==> src/rtl/mdu_if.sv <==
// Handshake and result bus between the multicycle control FSM and the
// sequential multiply/divide unit.
interface mdu_if #(
  parameter int unsigned WIDTH = 32
);
  logic             start;
  logic [2:0]       op;
  logic [WIDTH-1:0] param1;
  logic [WIDTH-1:0] param2;
  logic             busy;
  logic             done;
  logic             div_by_zero;
  logic [WIDTH-1:0] hi;
  logic [WIDTH-1:0] lo;

  modport master (
    output start, op, param1, param2,
    input  busy, done, div_by_zero, hi, lo
  );

  modport slave (
    input  start, op, param1, param2,
    output busy, done, div_by_zero, hi, lo
  );
endinterface

==> src/rtl/mdu_seq.sv <==
// Sequential multiply/divide unit with architectural HI/LO registers.
// Executes MULT/MULTU (shift-add) and DIV/DIVU (restoring) one bit per cycle,
// plus single-cycle MTHI/MTLO writes.
// Optional feature macro: MDU_SIGNED_EN enables signed MULT/DIV (ops 001/011);
// when undefined those ops execute as MULTU/DIVU.
module mdu_seq #(
  parameter int unsigned WIDTH = 32
) (
  input logic   clk,
  input logic   reset,
  mdu_if.slave  bus
);
  localparam int unsigned CW = $clog2(WIDTH);
  localparam int unsigned PW = 2 * WIDTH;

  typedef enum logic {IDLE, RUN} state_t;

  state_t state_q, state_d;
  logic [CW-1:0]    cnt_q;
  logic             busy_q, done_q, dz_q;
  logic [WIDTH-1:0] hi_q, lo_q;

  // Latched operation context
  logic             is_div_q, neg_res_q, neg_rem_q;
  logic [WIDTH-1:0] mcand_q;   // multiplicand or divisor magnitude
  logic [WIDTH:0]   rem_q;     // upper product half or partial remainder
  logic [WIDTH-1:0] qr_q;      // multiplier / dividend shifting out, low product / quotient in

  logic accept, mthi, mtlo, finish;
  logic sgn_op, s1, s2;
  logic [WIDTH-1:0] mag1, mag2;
  logic [WIDTH:0]   mul_sum, div_shift, div_diff, rem_n;
  logic             div_ok;
  logic [WIDTH-1:0] qr_n, quot, remd, wb_hi, wb_lo;
  logic [PW-1:0]    prod;

`ifdef MDU_SIGNED_EN
  assign sgn_op = bus.op[0];
`else
  assign sgn_op = 1'b0;
`endif

  // Operand signs and magnitudes captured at acceptance
  assign s1   = sgn_op & bus.param1[WIDTH-1];
  assign s2   = sgn_op & bus.param2[WIDTH-1];
  assign mag1 = s1 ? -bus.param1 : bus.param1;
  assign mag2 = s2 ? -bus.param2 : bus.param2;

  // Next-state and control strobes
  always_comb begin
    state_d = state_q;
    accept  = 1'b0;
    mthi    = 1'b0;
    mtlo    = 1'b0;
    finish  = 1'b0;
    case (state_q)
      IDLE: begin
        if (bus.start) begin
          if (!bus.op[2]) begin
            accept  = 1'b1;
            state_d = RUN;
          end else if (!bus.op[1]) begin
            mthi = ~bus.op[0];
            mtlo = bus.op[0];
          end
        end
      end
      RUN: begin
        if (cnt_q == CW'(WIDTH - 1)) begin
          finish  = 1'b1;
          state_d = IDLE;
        end
      end
      default: state_d = IDLE;
    endcase
  end

  // One iteration step: shift-add multiply or restoring divide
  always_comb begin
    mul_sum   = rem_q + {1'b0, (qr_q[0] ? mcand_q : '0)};
    div_shift = {rem_q[WIDTH-1:0], qr_q[WIDTH-1]};
    div_diff  = div_shift - {1'b0, mcand_q};
    div_ok    = (div_shift >= {1'b0, mcand_q});
    if (is_div_q) begin
      rem_n = div_ok ? div_diff : div_shift;
      qr_n  = {qr_q[WIDTH-2:0], div_ok};
    end else begin
      rem_n = {1'b0, mul_sum[WIDTH:1]};
      qr_n  = {mul_sum[0], qr_q[WIDTH-1:1]};
    end
  end

  // Writeback values with sign fixup; divide-by-zero forces quotient to all ones
  always_comb begin
    prod = {rem_n[WIDTH-1:0], qr_n};
    if (neg_res_q) prod = -prod;
    quot = neg_res_q ? -qr_n : qr_n;
    remd = neg_rem_q ? -rem_n[WIDTH-1:0] : rem_n[WIDTH-1:0];
    if (is_div_q) begin
      wb_hi = remd;
      wb_lo = (mcand_q == '0) ? '1 : quot;
    end else begin
      wb_hi = prod[PW-1:WIDTH];
      wb_lo = prod[WIDTH-1:0];
    end
  end

  // FSM state, step counter and registered handshake outputs
  always_ff @(posedge clk) begin
    if (reset) begin
      state_q <= IDLE;
      cnt_q   <= '0;
      busy_q  <= 1'b0;
      done_q  <= 1'b0;
    end else begin
      state_q <= state_d;
      busy_q  <= (state_d == RUN);
      done_q  <= finish;
      if (accept)              cnt_q <= '0;
      else if (state_q == RUN) cnt_q <= cnt_q + CW'(1);
    end
  end

  // Datapath, HI/LO and divide-by-zero flag
  always_ff @(posedge clk) begin
    if (reset) begin
      is_div_q  <= 1'b0;
      neg_res_q <= 1'b0;
      neg_rem_q <= 1'b0;
      mcand_q   <= '0;
      rem_q     <= '0;
      qr_q      <= '0;
      hi_q      <= '0;
      lo_q      <= '0;
      dz_q      <= 1'b0;
    end else begin
      if (accept) begin
        is_div_q  <= bus.op[1];
        neg_res_q <= s1 ^ s2;
        neg_rem_q <= s1;
        mcand_q   <= mag2;
        rem_q     <= '0;
        qr_q      <= mag1;
        dz_q      <= 1'b0;
      end else if (state_q == RUN) begin
        rem_q <= rem_n;
        qr_q  <= qr_n;
      end
      if (finish) begin
        hi_q <= wb_hi;
        lo_q <= wb_lo;
        dz_q <= is_div_q & (mcand_q == '0);
      end
      if (mthi) hi_q <= bus.param1;
      if (mtlo) lo_q <= bus.param1;
    end
  end

  assign bus.busy        = busy_q;
  assign bus.done        = done_q;
  assign bus.div_by_zero = dz_q;
  assign bus.hi          = hi_q;
  assign bus.lo          = lo_q;
endmodule

==> src/flat_wrapper.sv <==
// flat-port wrapper written by rule: the top's interface ports become plain ports
module mdu_seq_flat 
#(
  parameter int unsigned WIDTH = 32
)
  (clk, reset, bus_start, bus_op, bus_param1, bus_param2, bus_busy, bus_done, bus_div_by_zero, bus_hi, bus_lo);
  mdu_if #(.WIDTH(WIDTH)) bus_i ();
  input logic clk;
  input logic reset;
  input wire logic [$bits(bus_i.start)-1:0] bus_start;
  input wire logic [$bits(bus_i.op)-1:0] bus_op;
  input wire logic [$bits(bus_i.param1)-1:0] bus_param1;
  input wire logic [$bits(bus_i.param2)-1:0] bus_param2;
  output wire logic [$bits(bus_i.busy)-1:0] bus_busy;
  output wire logic [$bits(bus_i.done)-1:0] bus_done;
  output wire logic [$bits(bus_i.div_by_zero)-1:0] bus_div_by_zero;
  output wire logic [$bits(bus_i.hi)-1:0] bus_hi;
  output wire logic [$bits(bus_i.lo)-1:0] bus_lo;
  assign bus_i.start = bus_start;
  assign bus_i.op = bus_op;
  assign bus_i.param1 = bus_param1;
  assign bus_i.param2 = bus_param2;
  assign bus_busy = bus_i.busy;
  assign bus_done = bus_i.done;
  assign bus_div_by_zero = bus_i.div_by_zero;
  assign bus_hi = bus_i.hi;
  assign bus_lo = bus_i.lo;
  mdu_seq #(.WIDTH(WIDTH)) u_core (.clk(clk), .reset(reset), .bus(bus_i));
endmodule
==> config.mk <==
export PLATFORM = sky130hd
export DESIGN_NAME = mdu_seq_flat
export DESIGN_NICKNAME = d
export VERILOG_FILES = /design/src/rtl/mdu_if.sv /design/src/rtl/mdu_seq.sv /design/src/flat_wrapper.sv
export SDC_FILE = /design/constraint.sdc
export NUM_CORES = 1
export LEC_CHECK = 0
export CAP_MARGIN = 30
export CORE_MARGIN = 5
export CORE_UTILIZATION = 30
export DETAILED_ROUTE_END_ITERATION = 16
export DONT_BUFFER_PORTS = 1
export GPL_TIMING_DRIVEN = 0
export SYNTH_ARGS = -nofsm -noshare
export SYNTH_HDL_FRONTEND = slang
export SYNTH_SLANG_ARGS = --single-unit
==> constraint.sdc <==
create_clock -name clk -period 4 [get_ports clk]
set_clock_uncertainty 0.2 [all_clocks]
set_input_delay 0.6 -clock clk [delete_from_list [all_inputs] [get_ports clk]]
set_output_delay 0.6 -clock clk [all_outputs]
set_load 0.1 [all_outputs]
# Yosys cells after proc, flatten, opt, wreduce, memory -nomap -nowiden
# Cells that the tools add are included.
# Widths: inputs -> output; s select.
[classes]
n_shift = 0
n_reduce_logical = 6
n_lt_le_gt_ge = 1
n_addsub = 3
mul = 0
bitwise_logic = 3
n_div = 0
n_mux = 29
n_eq_ne = 1
[op_table]
columns = ["operator", "n"]
rows = [
  ["$mux 32", 10],
  ["$mux 33", 2],
  ["$add 33x32->33", 1],
  ["$ge 33x32->1", 1],
  ["$sub 33x32->33", 1],
  ["$logic_not 32->1", 1],
  ["$mux 1", 16],
  ["$reduce_bool 2->1", 4],
  ["$add 5x1->5 const B", 1],
  ["$eq 5x5->1 const B", 1],
  ["$not 1->1", 2],
  ["$pmux 1 s2", 1],
  ["$reduce_or 2->1", 1],
  ["$and 1x1->1", 1],
]
[totals]
word_cells = 53
rom_bits = 0
reg_bits = 170
ram_bits = 0
memories = 0
out_inout_bits = 67
latch_bits = 0

# Logic depth before layout (Yosys ltp)
[depth]
word_depth = 7
mapped_depth = 15

# Worst setup path after synthesis
# OpenSTA, ideal clock, no wires.
[synth_path]
kind = "register to register"
start = "register u_core.qr_q[0]"
end = "register u_core.rem_q[31]"
t_arrival_ps = 3027
t_required_ps = 3713
period_less_slack_ps = 3314
stages_incl_launch_ff = 14
path_slack_ps = 686
path_cell_list = "dfxtp_1 -> and2_1 -> ha_1 -> fa_1 -> a21o_1 -> a22o_1 -> o311ai_0 -> nor3_1 -> o221ai_2 -> o21ai_2 -> a31oi_1 -> xnor2_1 -> nor2_2 -> o31ai_1"
[synth_between]
elab_chain_cells = 3
[synth_lines]
columns = ["item", "line", "text"]
rows = [
  ["from (decl)", "mdu_seq.sv:27", "logic [WIDTH-1:0] qr_q;"],
  ["from (signal assigned)", "mdu_seq.sv:143", "qr_q <= mag1;"],
  ["from (signal assigned)", "mdu_seq.sv:147", "qr_q <= qr_n;"],
  ["$mux 32", "mdu_seq.sv:80", "mul_sum = rem_q + {1'b0, (qr_q[0] ? mcand_q : '0)};"],
  ["$add 33x32->33", "mdu_seq.sv:80", ""],
  ["$mux 33", "mdu_seq.sv:84", "if (is_div_q) begin"],
  ["to (signal assigned)", "mdu_seq.sv:146", "rem_q <= rem_n;"],
  ["to (decl)", "mdu_seq.sv:26", "logic [WIDTH:0] rem_q;"],
]
# No other way between the ends.
# A chain may end at the register's enable or synchronous reset.

# Worst setup path in the final report
[layout_path]
start = "register u_core.qr_q[0]"
end = "register u_core.hi_q[25] (netlist: u_core.bus.hi[25])"
[layout_between]
elab_chain_cells = 5
[layout_lines]
columns = ["item", "line", "text"]
rows = [
  ["$mux 32", "mdu_seq.sv:80", ""],
  ["$add 33x32->33", "mdu_seq.sv:80", ""],
  ["$mux 33", "mdu_seq.sv:84", ""],
  ["$mux 32", "mdu_seq.sv:149", "if (finish) begin"],
  ["$mux 32", "mdu_seq.sv:154", "if (mthi) hi_q <= bus.param1;"],
  ["to (signal assigned)", "mdu_seq.sv:150", "hi_q <= wb_hi;"],
  ["to (signal assigned)", "mdu_seq.sv:154", ""],
  ["to (decl)", "mdu_seq.sv:21", "logic [WIDTH-1:0] hi_q, lo_q;"],
]
# No other way between the ends. The select of a mux whose other input is x is not followed.

==> impl_results.md <==
- P per Cell Area: 359.5 nW/µm²
- Synth cell types: 70
- Sequential-to-total area share from yosys stat: 0.2996
- Clock slew at reported path FFs: ~0.080 ns
- Number of max-cap violations: 0
- Die height: 204.6 µm
- Setup crit end: u_core.bus.hi[25]
- Final Net Count: about 1600
- Initial Util: 0.3030
- CP peak stage delay: between 0.4 and 0.5 ns
- Crit path max fanout: 7
- Pre-CTS setup slack: -0.6721 ns
- Clk buf depth: 2
- # placed instances: a little under 2000
- Global-route wire length before repair: between 60 and 70 mm
- Overall routing resource usage: 0.1894
- Hold Path Depth: 2
- Initial antenna violation count: 0
- Worst reg2reg endpoint: u_core.bus.hi[25]
- Cts hold-fix bufs: 0
- R2R Setup Slk: ~0.21 ns
- H-tree levels: 4
- DR WL/cell: 20.44 µm
- RSZ-0062 raised after global routing: false
- Post-route DRC violation count: 0
- Final setup TNS: 0 ns
- Synthesis warning total: 0
- Area grow syn2layout: 15.38%
- Yosys top cell area share: 0.2996
- Synth Area per Inst: 7.988 µm²
- Pwr Total: 4.712 mW
- Hpwl dp: between 30 and 40 mm
- CP Capture Type: flop
- Hold Vio Cnt, Final: 0
- Final setup margin: 0.2148 ns
- Grt ovf: 0
- Launch point of the worst path: u_core.qr_q[0]
- Max VDD drop: about 0.26 mV
- Leading cell type in the layout, fill and taps excluded: nand2_1
- Final Cycle Share: 0.9463
- Critical path's slowest cell: fa_1
- Via count: between 10000 and 15000
- Most used DFF post-synth: dfxtp_1
- Commonest non-fill, non-tap cells in the layout: 186 x nand2_1, 169 x dfxtp_1, 123 x a21oi_1
- Final core occ: 0.3496
- FMAX: ~0.26 GHz
- #FFs+latches synth: between 150 and 200
- Syn_nets: 1560
- CP Class: reg -> reg
- Number of global-route vias before repair: approximately 11000
- Die area: roughly 42000 µm²
- Worst setup SP type: flop
- DR iter-0 viols: around 830
- Reg2Reg Depth: 13
- Cell count after synthesis: approximately 1400
- Later-pin clock latency in the skew report: 0.46 ns
- Detail Route Antenna Nets: 0
- I/O pin count: ~140
- Setup violators final: 0
- Max-slew headroom: 0.2939
- FP Rows: between 70 and 80
- Min Hold Slack: between 0.07 and 0.08 ns
- Layout cell share with drive strength beyond 1: 0.05918
- CTS Buf Count: 17
- Time the worst path needs with I/O delays and setup: between 3 and 4 ns
- Synth area leader: dfxtp_1
- TritonCTS Sinks: 170
- Tightest Pin Transition: between 1 and 1.5 ns
- Arrival time worst endpoint: about 4.0 ns
- CP cell instances: and2_1 > ha_1 > fa_1 > a21o_1 > a22o_1 > o311ai_2 > nor3_2 > o221ai_4 > o31ai_1 > xnor2_1 > mux2i_2 > nand2_1 > a21oi_1
- Drt first pass iters: 6
- Slew Viols, Final: 0
- R2R Path Start: u_core.qr_q[0]
- DIE WIDTH: about 200 µm
- Leakage: ~5.0 nW
- Asr flop ratio synth: 0
- Filler cells: 3920
- Antenna Cells: 0
- Status: finished, final reports clean
- RePlAce Congestion: slightly below 0.9
- CTS root buf: clkbuf_16
- Via density: between 5 and 6
- WL final: 40.84 mm
- CTS tree: yes
- CP required: 4.19 ns
- Mapped cell area: 11360 µm²
- Pin count of the biggest net entering global routing: 20
- EDFF count, synth: 0
- Synth top area cells: dfxtp_1 30%, mux2i_1 7.4%, ha_1 7.3%
- # port buffers: 0
- Core area: about 37000 µm²
- Final non-filler cell area: roughly 13000 µm²
- Non-filler cells, final: between 1500 and 2000
- Dpl cell area: 12310 µm²
- HP Class: in -> reg
[cell type report]
class	count	area, µm²	area share
Sequential cell	170	3405	0.2598
Clock inverter	15	180.2	0.01375
Inverter	44	165.2	0.01260
Tap cell	511	639.4	0.04879
Timing Repair Buffer	33	441.7	0.03370
Buffer	107	470.5	0.03590
Multi-Input combinational cell	1101	7378	0.5630
Clock buffer	17	425.4	0.03246
[flip-flops by register name, indices dropped and copies added (netlist names)]
signal,count
u_core.bus.div_by_zero,1
u_core.bus.done,1
u_core.bus.hi,32
u_core.bus.lo,32
u_core.cnt_q,5
u_core.is_div_q,1
u_core.mcand_q,32
u_core.qr_q,32
u_core.rem_q,33
u_core.state_q,1
[cell usage after synthesis (7+ instances only)]
cell and n:
nand2_1 186, dfxtp_1 170, a21oi_1 124, clkbuf_1 88
mux2i_1 84, nor2_1 81, o21ai_0 68, a211oi_1 66
ha_1 66, inv_1 44, a21o_1 41, nor2b_1 41
and2_1 36, xnor2_1 35, a221oi_1 32, a22oi_1 32
xor2_1 25, a31oi_1 24, nand4_1 19, nand3_1 11
nor4_1 10, nor3_1 9, nand2b_1 8, o21ai_1 8
o31ai_1 8, and3_1 7, buf_1 7, buf_2 7
or3_1 7
[power by group]
part	switching [mW]	internal, mW	total (mW)	leakage, nW
clock network	0.882	0.849	1.73	0.295
logic	0.648	0.435	1.08	3.35
registers	0.141	1.76	1.90	1.38
total	1.67	3.04	4.71	5.03
[worst min-delay path by stage]
stage	start	to	slack (ns)
2_1_floorplan	u_core.mcand_q[10]	u_core.mcand_q[10]	0.24
3_3_place_gp	u_core.mcand_q[9]	u_core.mcand_q[9]	0.27
4_1_cts	bus_param2[21]	u_core.mcand_q[21]	0.07
5_1_grt	bus_op[1]	u_core.is_div_q	0.08
6_report	bus_param2[9]	u_core.mcand_q[9]	0.08
3_5_place_dp	u_core.mcand_q[8]	u_core.mcand_q[8]	0.28
[critical path, delay by kind of cell (launching register included)]
family | cells | cell delay (ns)
fa+ha+maj | 2 | 0.67
flops | 1 | 0.39
compound gates | 6 | 1.52
mux | 1 | 0.31
simple gates | 3 | 0.47
xor+xnor | 1 | 0.16
[routing by layer]
layer | up-vias | share of wire | track usage
li1 | 5269 | - | -
met1 | 5293 | 0.45 | 0.2607
met2 | 418 | 0.45 | 0.3075
met3 | 44 | 0.088 | 0.04274
met4 | 0 | 0.012 | 0.03565
met5 | - | 0 | 0
[timing repair]
item / CTS / global route
setup buffers: 0 / 2
gates cloned: 0 / 0
setup endpoints to repair: 28 / 11
pin swaps: 0 / 1
gates resized for setup: 7 / 8
endpoints found under the hold margin: 0 / 0
[logic make-up (layout without fill, tap and decap cells)]
kind of cell / after synthesis / count (layout) / synth area share
buffers and inverters: 151 / 216 / 0.05552
adder cells (fa/ha/maj): 68 / 68 / 0.07623
multiplexers: 87 / 87 / 0.07700
AO/OA/AOI/OAI: 464 / 464 / 0.2730
XOR/XNOR: 60 / 60 / 0.04627
AND/OR/NAND/NOR: 422 / 422 / 0.1724
flip-flops: 170 / 170 / 0.2996
No activity file was read; power rests on OpenSTA's default activity.
